===== config.mk =====
export PLATFORM = sky130hd
export DESIGN_NAME = alu_seq
export DESIGN_NICKNAME = d
export VERILOG_FILES = /design/src/rtl/alu_pkg.sv /design/src/rtl/alu_seq_rstack.sv /design/src/rtl/alu_seq.sv
export SDC_FILE = /design/constraint.sdc
export NUM_CORES = 1
export LEC_CHECK = 0
export ABC_CLOCK_PERIOD_IN_PS = 5000
export CAP_MARGIN = 20
export CORE_MARGIN = 2
export CORE_UTILIZATION = 60
export DETAILED_ROUTE_END_ITERATION = 10
export PLACE_DENSITY = 0.8
export SETUP_SLACK_MARGIN = 0.02
export SLEW_MARGIN = 20
export SYNTH_ARGS = -nofsm -noshare
export SYNTH_HDL_FRONTEND = slang
export SYNTH_SLANG_ARGS = --single-unit

===== constraint.sdc =====
create_clock -name clkout -period 5 [get_ports clkout]
set_input_delay 0.75 -clock clkout [delete_from_list [all_inputs] [get_ports clkout]]
set_output_delay 0.75 -clock clkout [all_outputs]
set_load 0.05 [all_outputs]

===== src/rtl/alu_pkg.sv =====
// Shared definitions for alu_seq: opcodes, FSM states, error codes and instruction layout.
// Defining ALU_SEQ_CALLSTACK_EN makes the call/return opcodes legal.
package alu_pkg;

  localparam int OPC_W    = 8;
  localparam int RD_W     = 4;
  localparam int RS_W     = 4;
  localparam int IMM_W    = 16;
  localparam int INSTR_W  = OPC_W + RD_W + RS_W + IMM_W;
  localparam int NUM_REGS = 2 ** RD_W;

  localparam logic [OPC_W-1:0] OP_ILLEGAL     = 8'd0;
  localparam logic [OPC_W-1:0] OP_SHIFT_FIRST = 8'd19;
  localparam logic [OPC_W-1:0] OP_SHIFT_LAST  = 8'd28;
  localparam logic [OPC_W-1:0] OP_WB_LAST     = 8'd31;
  localparam logic [OPC_W-1:0] OP_JUD         = 8'd32;
  localparam logic [OPC_W-1:0] OP_JUP         = 8'd33;
  localparam logic [OPC_W-1:0] OP_JCD         = 8'd34;
  localparam logic [OPC_W-1:0] OP_JCP         = 8'd35;
  localparam logic [OPC_W-1:0] OP_CUD         = 8'd36;
  localparam logic [OPC_W-1:0] OP_CUP         = 8'd37;
  localparam logic [OPC_W-1:0] OP_CCD         = 8'd38;
  localparam logic [OPC_W-1:0] OP_CCP         = 8'd39;
  localparam logic [OPC_W-1:0] OP_RTU         = 8'd40;
  localparam logic [OPC_W-1:0] OP_RTC         = 8'd41;
  localparam logic [OPC_W-1:0] OP_MVR         = 8'd47;
  localparam logic [OPC_W-1:0] OP_NOP         = 8'd53;

  typedef enum logic [2:0] {
    ST_IDLE   = 3'd0,
    ST_FETCH  = 3'd1,
    ST_DECODE = 3'd2,
    ST_EXEC   = 3'd3,
    ST_WB     = 3'd4,
    ST_HALT   = 3'd5
  } state_e;

  typedef enum logic [1:0] {
    ERR_NONE      = 2'd0,
    ERR_ILLEGAL   = 2'd1,
    ERR_OVERFLOW  = 2'd2,
    ERR_UNDERFLOW = 2'd3
  } err_e;

  typedef struct packed {
    logic [OPC_W-1:0] opcode;
    logic [RD_W-1:0]  rd;
    logic [RS_W-1:0]  rs;
    logic [IMM_W-1:0] imm;
  } instr_t;

  function automatic logic op_legal(input logic [OPC_W-1:0] op);
    logic ok;
    ok = (op != OP_ILLEGAL) && (op <= OP_NOP);
`ifndef ALU_SEQ_CALLSTACK_EN
    if (op >= OP_CUD && op <= OP_RTC) ok = 1'b0;
`endif
    return ok;
  endfunction

  function automatic logic op_is_shift(input logic [OPC_W-1:0] op);
    return (op >= OP_SHIFT_FIRST) && (op <= OP_SHIFT_LAST);
  endfunction

  function automatic logic op_writes_rd(input logic [OPC_W-1:0] op);
    return ((op != OP_ILLEGAL) && (op <= OP_WB_LAST)) || (op == OP_MVR);
  endfunction

endpackage


===== src/rtl/alu_seq_rstack.sv =====
// Return-address stack for alu_seq: RS_DEPTH entries of PC_W bits, LIFO.
// Callers must not push when full or pop when empty; such requests are ignored.
module alu_seq_rstack #(
  parameter int PC_W     = 8,
  parameter int RS_DEPTH = 16
) (
  input  logic            clk_i,
  input  logic            rst_i,
  input  logic            push_i,
  input  logic            pop_i,
  input  logic [PC_W-1:0] data_i,
  output logic [PC_W-1:0] top_o,
  output logic            full_o,
  output logic            empty_o
);

  localparam int SP_W  = $clog2(RS_DEPTH + 1);
  localparam int IDX_W = (RS_DEPTH > 1) ? $clog2(RS_DEPTH) : 1;

  logic [PC_W-1:0] mem_q [RS_DEPTH];
  logic [SP_W-1:0] sp_q;

  assign full_o  = (sp_q == SP_W'(RS_DEPTH));
  assign empty_o = (sp_q == '0);
  assign top_o   = mem_q[IDX_W'(sp_q - SP_W'(1))];

  always_ff @(posedge clk_i) begin
    if (rst_i) begin
      sp_q <= '0;
    end else if (push_i && !full_o) begin
      sp_q <= sp_q + SP_W'(1);
    end else if (pop_i && !empty_o) begin
      sp_q <= sp_q - SP_W'(1);
    end
  end

  always_ff @(posedge clk_i) begin
    if (!rst_i && push_i && !full_o) mem_q[IDX_W'(sp_q)] <= data_i;
  end

endmodule


===== src/rtl/alu_seq.sv =====
// Sequencer driving an external ALU: fetch, decode, execute, write back, with jumps and calls.
// Define ALU_SEQ_CALLSTACK_EN to build the return stack; otherwise call/return opcodes are illegal.
module alu_seq
  import alu_pkg::*;
#(
  parameter int DATA_W   = 32,
  parameter int PC_W     = 8,
  parameter int RS_DEPTH = 16
) (
  input  logic               clkout,
  input  logic               rst,
  input  logic               start,
  output logic               imem_req,
  output logic [PC_W-1:0]    imem_addr,
  input  logic               imem_ack,
  input  logic [INSTR_W-1:0] imem_data,
  output logic [OPC_W-1:0]   alu_opcode,
  output logic [DATA_W-1:0]  alu_a,
  output logic [DATA_W-1:0]  alu_b,
  output logic [DATA_W-1:0]  alu_val,
  output logic               alu_cin,
  input  logic [DATA_W-1:0]  alu_result,
  input  logic [4:0]         alu_flags,
  output logic               busy,
  output logic               halted,
  output logic [1:0]         err
);

  state_e            state_q, state_d;
  err_e              err_q, err_d;
  instr_t            ir_q, ir_d;
  logic [PC_W-1:0]   pc_q, pc_d;
  logic [OPC_W-1:0]  opc_q, opc_d;
  logic [DATA_W-1:0] a_q, a_d, b_q, b_d, val_q, val_d, res_q, res_d;
  logic [3:0]        zcsp_q, zcsp_d;
  logic              carry_q, carry_d;
  logic              exec_cnt_q, exec_cnt_d;
  logic              rf_we;
  logic [DATA_W-1:0] regs_q [NUM_REGS];

  logic [PC_W-1:0]   imm_pc, pc_inc, jmp_tgt;
  logic              cond_ok;
  logic              unused_flag_v;

  assign unused_flag_v = alu_flags[0];
  assign imm_pc  = ir_q.imm[PC_W-1:0];
  assign pc_inc  = pc_q + PC_W'(1);
  // Within the jump/call group, odd opcodes are pc-relative.
  assign jmp_tgt = ir_q.opcode[0] ? (pc_q + imm_pc) : imm_pc;

  always_comb begin
    case (ir_q.rs[1:0])
      2'd0:    cond_ok = zcsp_q[3];
      2'd1:    cond_ok = zcsp_q[2];
      2'd2:    cond_ok = zcsp_q[1];
      default: cond_ok = zcsp_q[0];
    endcase
  end

`ifdef ALU_SEQ_CALLSTACK_EN
  logic            rs_push, rs_pop, rs_full, rs_empty;
  logic [PC_W-1:0] rs_top;

  alu_seq_rstack #(
    .PC_W    (PC_W),
    .RS_DEPTH(RS_DEPTH)
  ) u_rstack (
    .clk_i  (clkout),
    .rst_i  (rst),
    .push_i (rs_push),
    .pop_i  (rs_pop),
    .data_i (pc_inc),
    .top_o  (rs_top),
    .full_o (rs_full),
    .empty_o(rs_empty)
  );
`endif

  always_comb begin
    state_d    = state_q;
    err_d      = err_q;
    ir_d       = ir_q;
    pc_d       = pc_q;
    opc_d      = opc_q;
    a_d        = a_q;
    b_d        = b_q;
    val_d      = val_q;
    res_d      = res_q;
    zcsp_d     = zcsp_q;
    carry_d    = carry_q;
    exec_cnt_d = exec_cnt_q;
    rf_we      = 1'b0;
`ifdef ALU_SEQ_CALLSTACK_EN
    rs_push    = 1'b0;
    rs_pop     = 1'b0;
`endif
    case (state_q)
      ST_IDLE: begin
        if (start) begin
          state_d = ST_FETCH;
          pc_d    = '0;
        end
      end
      ST_FETCH: begin
        if (imem_ack) begin
          ir_d    = imem_data;
          state_d = ST_DECODE;
        end
      end
      ST_DECODE: begin
        if (!op_legal(ir_q.opcode)) begin
          state_d = ST_HALT;
          err_d   = ERR_ILLEGAL;
        end else begin
          opc_d      = ir_q.opcode;
          a_d        = regs_q[ir_q.rd];
          b_d        = regs_q[ir_q.rs];
          val_d      = DATA_W'($signed(ir_q.imm));
          exec_cnt_d = op_is_shift(ir_q.opcode);
          state_d    = ST_EXEC;
        end
      end
      ST_EXEC: begin
        if (exec_cnt_q) begin
          exec_cnt_d = 1'b0;
        end else begin
          res_d   = alu_result;
          zcsp_d  = alu_flags[4:1];
          state_d = ST_WB;
        end
      end
      ST_WB: begin
        state_d = ST_FETCH;
        pc_d    = pc_inc;
        if (op_writes_rd(ir_q.opcode)) begin
          rf_we   = 1'b1;
          carry_d = zcsp_q[2];
        end
        case (ir_q.opcode)
          OP_JUD, OP_JUP: pc_d = jmp_tgt;
          OP_JCD, OP_JCP: if (cond_ok) pc_d = jmp_tgt;
`ifdef ALU_SEQ_CALLSTACK_EN
          OP_CUD, OP_CUP, OP_CCD, OP_CCP: begin
            if (cond_ok || ir_q.opcode == OP_CUD || ir_q.opcode == OP_CUP) begin
              if (rs_full) begin
                pc_d    = pc_q;
                state_d = ST_HALT;
                err_d   = ERR_OVERFLOW;
              end else begin
                rs_push = 1'b1;
                pc_d    = jmp_tgt;
              end
            end
          end
          OP_RTU, OP_RTC: begin
            if (cond_ok || ir_q.opcode == OP_RTU) begin
              if (rs_empty) begin
                pc_d    = pc_q;
                state_d = ST_HALT;
                err_d   = ERR_UNDERFLOW;
              end else begin
                rs_pop = 1'b1;
                pc_d   = rs_top;
              end
            end
          end
`endif
          default: ;
        endcase
      end
      default: ;
    endcase
  end

  always_ff @(posedge clkout) begin
    if (rst) begin
      state_q    <= ST_IDLE;
      err_q      <= ERR_NONE;
      ir_q       <= '0;
      pc_q       <= '0;
      opc_q      <= OP_NOP;
      a_q        <= '0;
      b_q        <= '0;
      val_q      <= '0;
      res_q      <= '0;
      zcsp_q     <= '0;
      carry_q    <= 1'b0;
      exec_cnt_q <= 1'b0;
    end else begin
      state_q    <= state_d;
      err_q      <= err_d;
      ir_q       <= ir_d;
      pc_q       <= pc_d;
      opc_q      <= opc_d;
      a_q        <= a_d;
      b_q        <= b_d;
      val_q      <= val_d;
      res_q      <= res_d;
      zcsp_q     <= zcsp_d;
      carry_q    <= carry_d;
      exec_cnt_q <= exec_cnt_d;
    end
  end

  always_ff @(posedge clkout) begin
    if (rst) begin
      for (int i = 0; i < NUM_REGS; i++) regs_q[i] <= '0;
    end else if (rf_we) begin
      regs_q[ir_q.rd] <= res_q;
    end
  end

  // A fetch is withdrawn in the very cycle reset is asserted.
  assign imem_req   = (state_q == ST_FETCH) && !rst;
  assign imem_addr  = pc_q;
  assign alu_opcode = opc_q;
  assign alu_a      = a_q;
  assign alu_b      = b_q;
  assign alu_val    = val_q;
  assign alu_cin    = carry_q;
  assign busy       = (state_q != ST_IDLE) && (state_q != ST_HALT);
  assign halted     = (state_q == ST_HALT);
  assign err        = err_q;

endmodule


Word-level counts from Yosys, hierarchy flattened
Memories as Yosys holds them, arrays and structs flattened. A register that Yosys moved wholly into a read port is not among the register bits.
Cells that the tools add are included.
W data, S select, Z words.
- input port bits: 73
- output and inout port bits: 118
- word-level logic and storage cells: 92
- memory bits (writable): 512
- register bits after elaboration: 106
- memories kept: 1
- memories (name ; words ; bits a word ; rd ports ; clocked after memory_dff ; wr ports ; RTL line ; RTL):
    regs_q ; 16 ; 32 ; 2 ; 2 ; 16 ; alu_seq.sv:39 ; logic [DATA_W-1:0] regs_q [NUM_REGS];
- reductions and logical operators: 26
- muxes and demuxes: 25
- bitwise operators: 2
- add/subtract/negate cells: 2
- $lt $le $gt $ge: 6
- equal/unequal tests: 17
- operators by type and width (kind ; number):
    $eq A8 B6 Y1 const B ; 5
    $mux W32 ; 1
    $pmux W8 S2 ; 2
    $reduce_or A32 Y1 ; 1
    $mux W8 ; 3
    $le A8 B5 Y1 const B ; 2
    $le A8 B6 Y1 const B ; 2
    $pmux W3 S5 ; 1
    $reduce_and A2 Y1 ; 7
    $mux W3 ; 4
    $mux W1 ; 11
    $add A8 B1 Y8 const B ; 1
    $add A8 B8 Y8 ; 1
    $ge A8 B5 Y1 const B ; 1
    $ge A8 B6 Y1 const B ; 1
    $ne A2 B2 Y1 const B ; 4
    $reduce_bool A8 Y1 ; 1
    $eq A3 B2 Y1 const B ; 2
    $eq A3 B3 Y1 const B ; 2
    $logic_and A1 B1 Y1 ; 6
    $reduce_bool A5 Y1 ; 1
    $mux W4 ; 1
    $reduce_and A4 Y1 ; 1
    $reduce_bool A2 Y1 ; 2
    other kinds (13) ; 15

Logic depth before layout (Yosys ltp)
Gate-level depths: netlist (run 1).
- depth after elaboration: 10
- depth in mapped cells: 8
- gate-level depth less buffers: 7

Worst setup path before layout (run 1)
OpenSTA, ideal clock, no wires.
- kind: flip-flop to flip-flop
- from: register ir_q[25] (netlist bit)
- to: memory regs_q[10][0], enable pin
- buffers on the path: 2
- data required time: 4.534 ns
- clock period less this slack: 4.448 ns
- setup time: 0.466 ns
- setup slack: 0.552 ns
- data arrival time: 3.982 ns
- stages on the path, launching flop included: 8
- cell sequence: dfxtp_1 clkbuf_1 nand4b_1 a211oi_1 nand2_1 or3_1 clkbuf_1 o21ai_0
- RTL lines (item ; RTL line ; RTL):
    start: declaration ; alu_seq.sv:31 ; instr_t ir_q, ir_d;
    start signal: assignment ; alu_seq.sv:192 ; ir_q <= ir_d;
    end: declaration ; alu_seq.sv:39 ;

==> flow_summary.yaml, run 1 <==
outcome:
  status: "finished clean"
sta:
  fin_crit_sh_pct: 83.3
  rsz0062_at_grt: "no"
  max-slew-margin-rel_pct: 27.1
  final-hold-violation-count: 0
  fmax_ghz: 0.240
  tns_ns: 0
  worstMarginPinSlew_ns: 1.09
  fin_crit_ns: 4.17
  final-max-slew-violation-count: 0
  setup_viol: 0
  skew_ns: 0.0328
floorplanning:
  io_pins: 191
  placementRows: 86
  fp.dieH_um: 240
  core_area_mm2: 0.0550
  dieArea_mm2: 0.0574
  die_x_um: 240
  initial_core_util_pct: 60.6
final_layout:
  nets: 2773
  areaGrowthSynthToFinish_pct: 14.7
  nFillCells: 3557
  regArea_mm2: 0.0188
  final_cell_mix: "512 x edfxtp_1, 423 x nand2_1, 335 x nor2_1, 289 x mux4_2, 193 x and2_1"
  multi_input_area_mm2: 0.0136
  finalInstanceArea_mm2: 0.0382
  final_layout_size_suffix_gt1_share_pct: 19.5
  layout_commonest_cell: "edfxtp_1"
synthesis:
  synth_edf_count: 512
  synth_fp_nets: 2697
  netlist_top_cells_area: "edfxtp_1 46%, mux4_2 20%, dfxtp_1 10%"
  yosysSeqAreaShare_pct: 56.4
  async_flop_share_pct: 0
  ys.flop_type: "edfxtp_1"
  syn-instance-count: 2615
  syn_avg_cell_area_um2: 12.7
  synth_top_area_cell: "edfxtp_1"
  ys_seq_elements: 682
  syn-cell-area_mm2: 0.0333
  yosys.area.top_type_share_pct: 46.1
  yosysUniqueCellTypes: 57
  synth_warnings: 0
place:
  place.gp.congestion: 0.891
  hpwl_um: 56800
  dpl_cell_area_mm2: 0.0360
  portBuffers: 188
hold_path:
  hold_path.class: "reg -> reg"
setup_path:
  required_ns: 5.30
  cp_cell_sequence: "or3b_1 > a211o_1 > nor3_1 > nand2_2 > o21ai_4 > buf_12"
  path_buf_inv: 1
  crit_type: "reg -> reg"
  startpoint_type: "flop"
  cpPeakStageDelay_ns: 0.77
  crit_slowest_cell: "nor3_1"
  cp_data_arrival_time_ns: 4.46
  critPathMaxFanout: 25
  cpLargestDelayFamily: "simple AND/OR/NAND/NOR gates"
  cp-end-kind: "flop"
clock_network:
  clock_latency_ns: 0.63
  cts_tree: "built"
  cts_hold_buf: 0
  cts_setup_buffers: 0
  htreeDepth: 3
  cts-root-buf: "clkbuf_16"
  ctsLongestPathBuffers: 3
  clkSinkCount: 682
  cts.clk_slew.worst_paths_ns: 0.06
  cts_made_buffers: 72
  cts-resized-gates: 0
power:
  p_total_uw: 12700
  p_leak_uw: 0.0120
  p_per_area_mw_per_mm2: 332
  peakVddDrop_uv: 300
global_route:
  first_global_vias: 23700
  grt_use_total_pct: 34.2
  antenna_found_initial: 0
  grt_pass1_wl_um: 143000
  grt_overflow: 0
  grt_max_degree: 86
route:
  first_iter_violations: 3404
  wl_um: 96600
  drc_errors: 0
  routedWlPerCell_um: 27.7
  ant_nets: 0
  dr.pass1.iters: 6
  num_vias: 23600
  viasPerCell: 6.75
flow_run:
  cap_violations: 0
[final timing paths]
kind | from | endpoint | slack [ns] | depth (start not counted)
min | alu_a[12]$_SDFFE_PP0P_ | alu_a[12]$_SDFFE_PP0P_ | 0.45 | 2
min reg2reg | alu_a[12]$_SDFFE_PP0P_ | alu_a[12]$_SDFFE_PP0P_ | 0.45 | 2
max reg2reg | state_q[2]$_SDFFE_PP0P_ | regs_q[13][22]$_SDFFCE_PN0P_ | 0.83 | 6
max | state_q[2]$_SDFFE_PP0P_ | regs_q[13][22]$_SDFFCE_PN0P_ | 0.83 | 6
[cell usage after synthesis, drive strengths merged, types with 3 or more instances]
library cell	count
o211ai	39
nand2b	8
dfxtp	170
clkbuf	175
o22ai	5
mux2i	34
and2	193
inv	15
a211oi	7
nor3	12
or2	4
a211o	5
or3	3
nor2	340
nand4	4
ha	8
a21oi	164
o21ai	30
mux4	289
and3	4
a21o	3
buf	83
nand3	13
mux2	33
nor4	5
nand2	425
nor2b	3
edfxtp	512
[cell type report]
type / count / area share (%)
inverters: 15 / 0.147
diodes: 1 / 0.00655
repair buffers: 260 / 6.67
clock inverters: 23 / 0.668
multi-input cells: 1660 / 35.7
flip-flops and latches: 682 / 49.2
well taps: 748 / 2.45
clock buffers: 103 / 5.16
[cells by family (layout without fill, tap and decap cells)]
family	Yosys count	after routing	share of synthesized area, %
compound gates	269	269	4.69
xor+xnor	1	1	0.0263
fa+ha+maj	9	9	0.360
buf+inv	273	401	3.37
flops	682	682	56.4
mux	356	356	21.7
other cells	1	2	0.0113
simple gates	1024	1024	13.5
[registers in the layout, summed over array words and instances, names as in the netlist]
register,count
state_q,3
imem_addr,8
alu_opcode,8
alu_cin,1
res_q,32
alu_a,32
imm_pc,8
ir_q,24
alu_val,16
err,1
regs_q,512
alu_b,32
zcsp_q,4
exec_cnt_q,1
[power breakdown]
part / internal, uW / total (uW) / switching, uW
registers: 6240 / 6400 / 158
logic: 496 / 1090 / 590
clock network: 3000 / 5210 / 2210
[routing by layer]
metal / wire [um] / up-vias / GRT usage, %
met5: 0 / - / 0
met4: 4690 / 0 / 17.1
met3: 13400 / 326 / 8.30
met2: 46300 / 1927 / 54.9
met1: 32200 / 11600 / 43.8
li1: - / 9712 / -
[worst register-to-register path, delay by kind of cell (launching register included)]
family | cells | cell delay, ns
simple gates | 3 | 1.98
flops | 1 | 0.55
compound gates | 2 | 1.02
buf+inv | 1 | 0.29
[stage by stage]
step	worst slack (ns)	instances	hold WS [ns]	util, %
after floorplan	0.552	2615	0.432	-
after global placement	1.17	3364	0.437	65.4
after global routing	0.727	3491	0.461	69.5
after detailed placement	1.03	3364	0.446	65.4
after CTS	1.05	3490	0.453	69.5
final	0.834	3492	0.452	69.5
(Power assumes the default switching activity.)
==> run 2, diff against run 1 <==
ABC_CLOCK_PERIOD_IN_PS = 3700   (was 5000)
CORE_UTILIZATION = 54   (was 60)
PLACE_DENSITY = 0.76   (was 0.8)
clock period = 3.7 ns   (was 5 ns; I/O delays follow)
==> flow_summary.yaml, run 2 (same netlist as run 1, synthesis figures left out) <==
sta:
  rsz0062_at_grt: "no"
  fin_crit_ns: 3.27
  fin_crit_sh_pct: 88.4
  setup_ws_ns: 0.430
  skew_ns: 0.0257
  final-hold-violation-count: 0
  tns_ns: 0
  fmax_ghz: 0.306
  worstMarginPinSlew_ns: 1.16
  final-max-slew-violation-count: 0
  max-slew-margin-rel_pct: 22.5
  setup_viol: 0
setup_path:
  startpoint_type: "flop"
  cp-end-kind: "flop"
  worstReg2RegStart: "state_q[1]$_SDFFE_PP0P_"
  rr_worst_depth: 7
  critPathMaxFanout: 18
  cp_data_arrival_time_ns: 3.75
  setup.worst_path.start: "state_q[1]$_SDFFE_PP0P_"
  ff2ff_setup_slack_ns: 0.43
  required_ns: 4.18
  critPathCapture: "regs_q[3][22]$_SDFFCE_PN0P_"
  r2r-end: "regs_q[3][22]$_SDFFCE_PN0P_"
  crit_type: "reg -> reg"
global_route:
  grt_max_degree: 79
  grt_overflow: 0
  grt_pass1_wl_um: 148000
  antenna_found_initial: 1
  grt_use_total_pct: 31.5
  first_global_vias: 24000
place:
  dp_cells: 3427
  place.gp.congestion: 0.873
  hpwl_um: 59100
  place_ws_ns: 0.521
  portBuffers: 188
route:
  wl_um: 98900
  routedWlPerCell_um: 27.8
  viasPerCell: 6.61
  drc_errors: 0
  num_vias: 23500
  dr.pass1.iters: 6
  ant_nets: 0
  first_iter_violations: 2930
power:
  pwr-share-comb_pct: 8.7
  netSwitchingPower_uw: 4060
  p_total_uw: 17500
  p_int_uw: 13400
  p_leak_uw: 0.0123
  p_seq_share_pct: 49.4
  p_per_area_mw_per_mm2: 452
  swShare_pct: 23.2
  peakVddDrop_uv: 377
  pwr-share-clk_pct: 42.0
clock_network:
  ctsLongestPathBuffers: 3
  cts-root-buf: "clkbuf_16"
  cts_made_buffers: 72
  clock_latency_ns: 0.62
  cts.clk_slew.worst_paths_ns: 0.06
  cts_setup_buffers: 0
  cts_hold_buf: 0
  cts_tree: "built"
  clkSinkCount: 682
  htreeDepth: 3
  cts-resized-gates: 0
final_layout:
  nets: 2793
  final_cell_mix: "512 x edfxtp_1, 423 x nand2_1, 335 x nor2_1, 289 x mux4_2, 193 x and2_1"
  largest_register_ffs: 512
  largest-register: "regs_q"
  fin_util_pct: 63.1
  areaGrowthSynthToFinish_pct: 16.1
  final_layout_size_suffix_gt1_share_pct: 20.6
  final_cells: 3560
  layout_commonest_cell: "edfxtp_1"
floorplanning:
  die_x_um: 252
  initial_core_util_pct: 54.3
  io_pins: 191
  fp.dieH_um: 252
  dieArea_mm2: 0.0637
  core_area_mm2: 0.0614
  placementRows: 91
outcome:
  status: "finished clean"
flow_run:
  cap_violations: 0
hold_path:
  hold_path.class: "in -> reg"
-- run 2: per-stage QoR --
step	hold WS (ns)	cell area, um^2
after floorplan	0.432	33300
after global placement	0.436	36300
after detailed placement	0.446	36300
after CTS	0.204	38700
after global routing	0.242	38700
final	0.232	38700
-- run 2: critical path, cell delays in order, from the launching register on --
cell	delay [ns]
dfxtp_1	0.41
or3b_1	0.45
a211oi_1	0.39
nand4_1	0.24
buf_12	0.23
nor2_2	0.76
buf_4	0.44
and2_1	0.18
-- run 2: worst min-delay path by stage --
stage                                  from                        to  cells after the start
global placement      ir_q[10]$_SDFFE_PP0P_  alu_val[10]$_SDFFE_PP0P_                      2
global route                            rst      alu_cin$_SDFFE_PP0N_                      2
finish                                  rst     ir_q[20]$_SDFFE_PP0P_                      2
floorplan             ir_q[15]$_SDFFE_PP0P_  alu_val[15]$_SDFFE_PP0P_                      2
detailed placement  alu_val[9]$_SDFFE_PP0P_   alu_val[9]$_SDFFE_PP0P_                      2
CTS                                     rst     ir_q[20]$_SDFFE_PP0P_                      2
-- run 2: power groups by stage --
stage          combinational (uW)  clock [uW]  sequential (uW)
2_1_floorplan                 980           0             8710
3_3_place_gp                 1460           0             8760
3_5_place_dp                 1490           0             8790
4_1_cts                      1500        7380             8630
5_1_grt                      1580        7680             8660
6_report                     1510        7340             8640
-- run 2: per-layer routing --
| metal | up-vias | global-route usage (%) | routed length [um] |
|---|---|---|---|
| li1 | 9757 | - | - |
| met1 | 11700 | 40.3 | 34800 |
| met2 | 1763 | 51.3 | 47400 |
| met3 | 316 | 7.30 | 12200 |
| met4 | 2 | 14.5 | 4440 |
| met5 | - | 0 | 13 |
-- run 2: area by class of cell --
type                    instances  area [um^2]
clock inverters                29          284
inverters                      15         56.3
multi-input cells            1660        13600
clock buffers                 103         2090
fillers                      4337        22700
flip-flops and latches        682        18800
repair buffers                280         2820
well taps                     790          988
diodes                          1         2.50
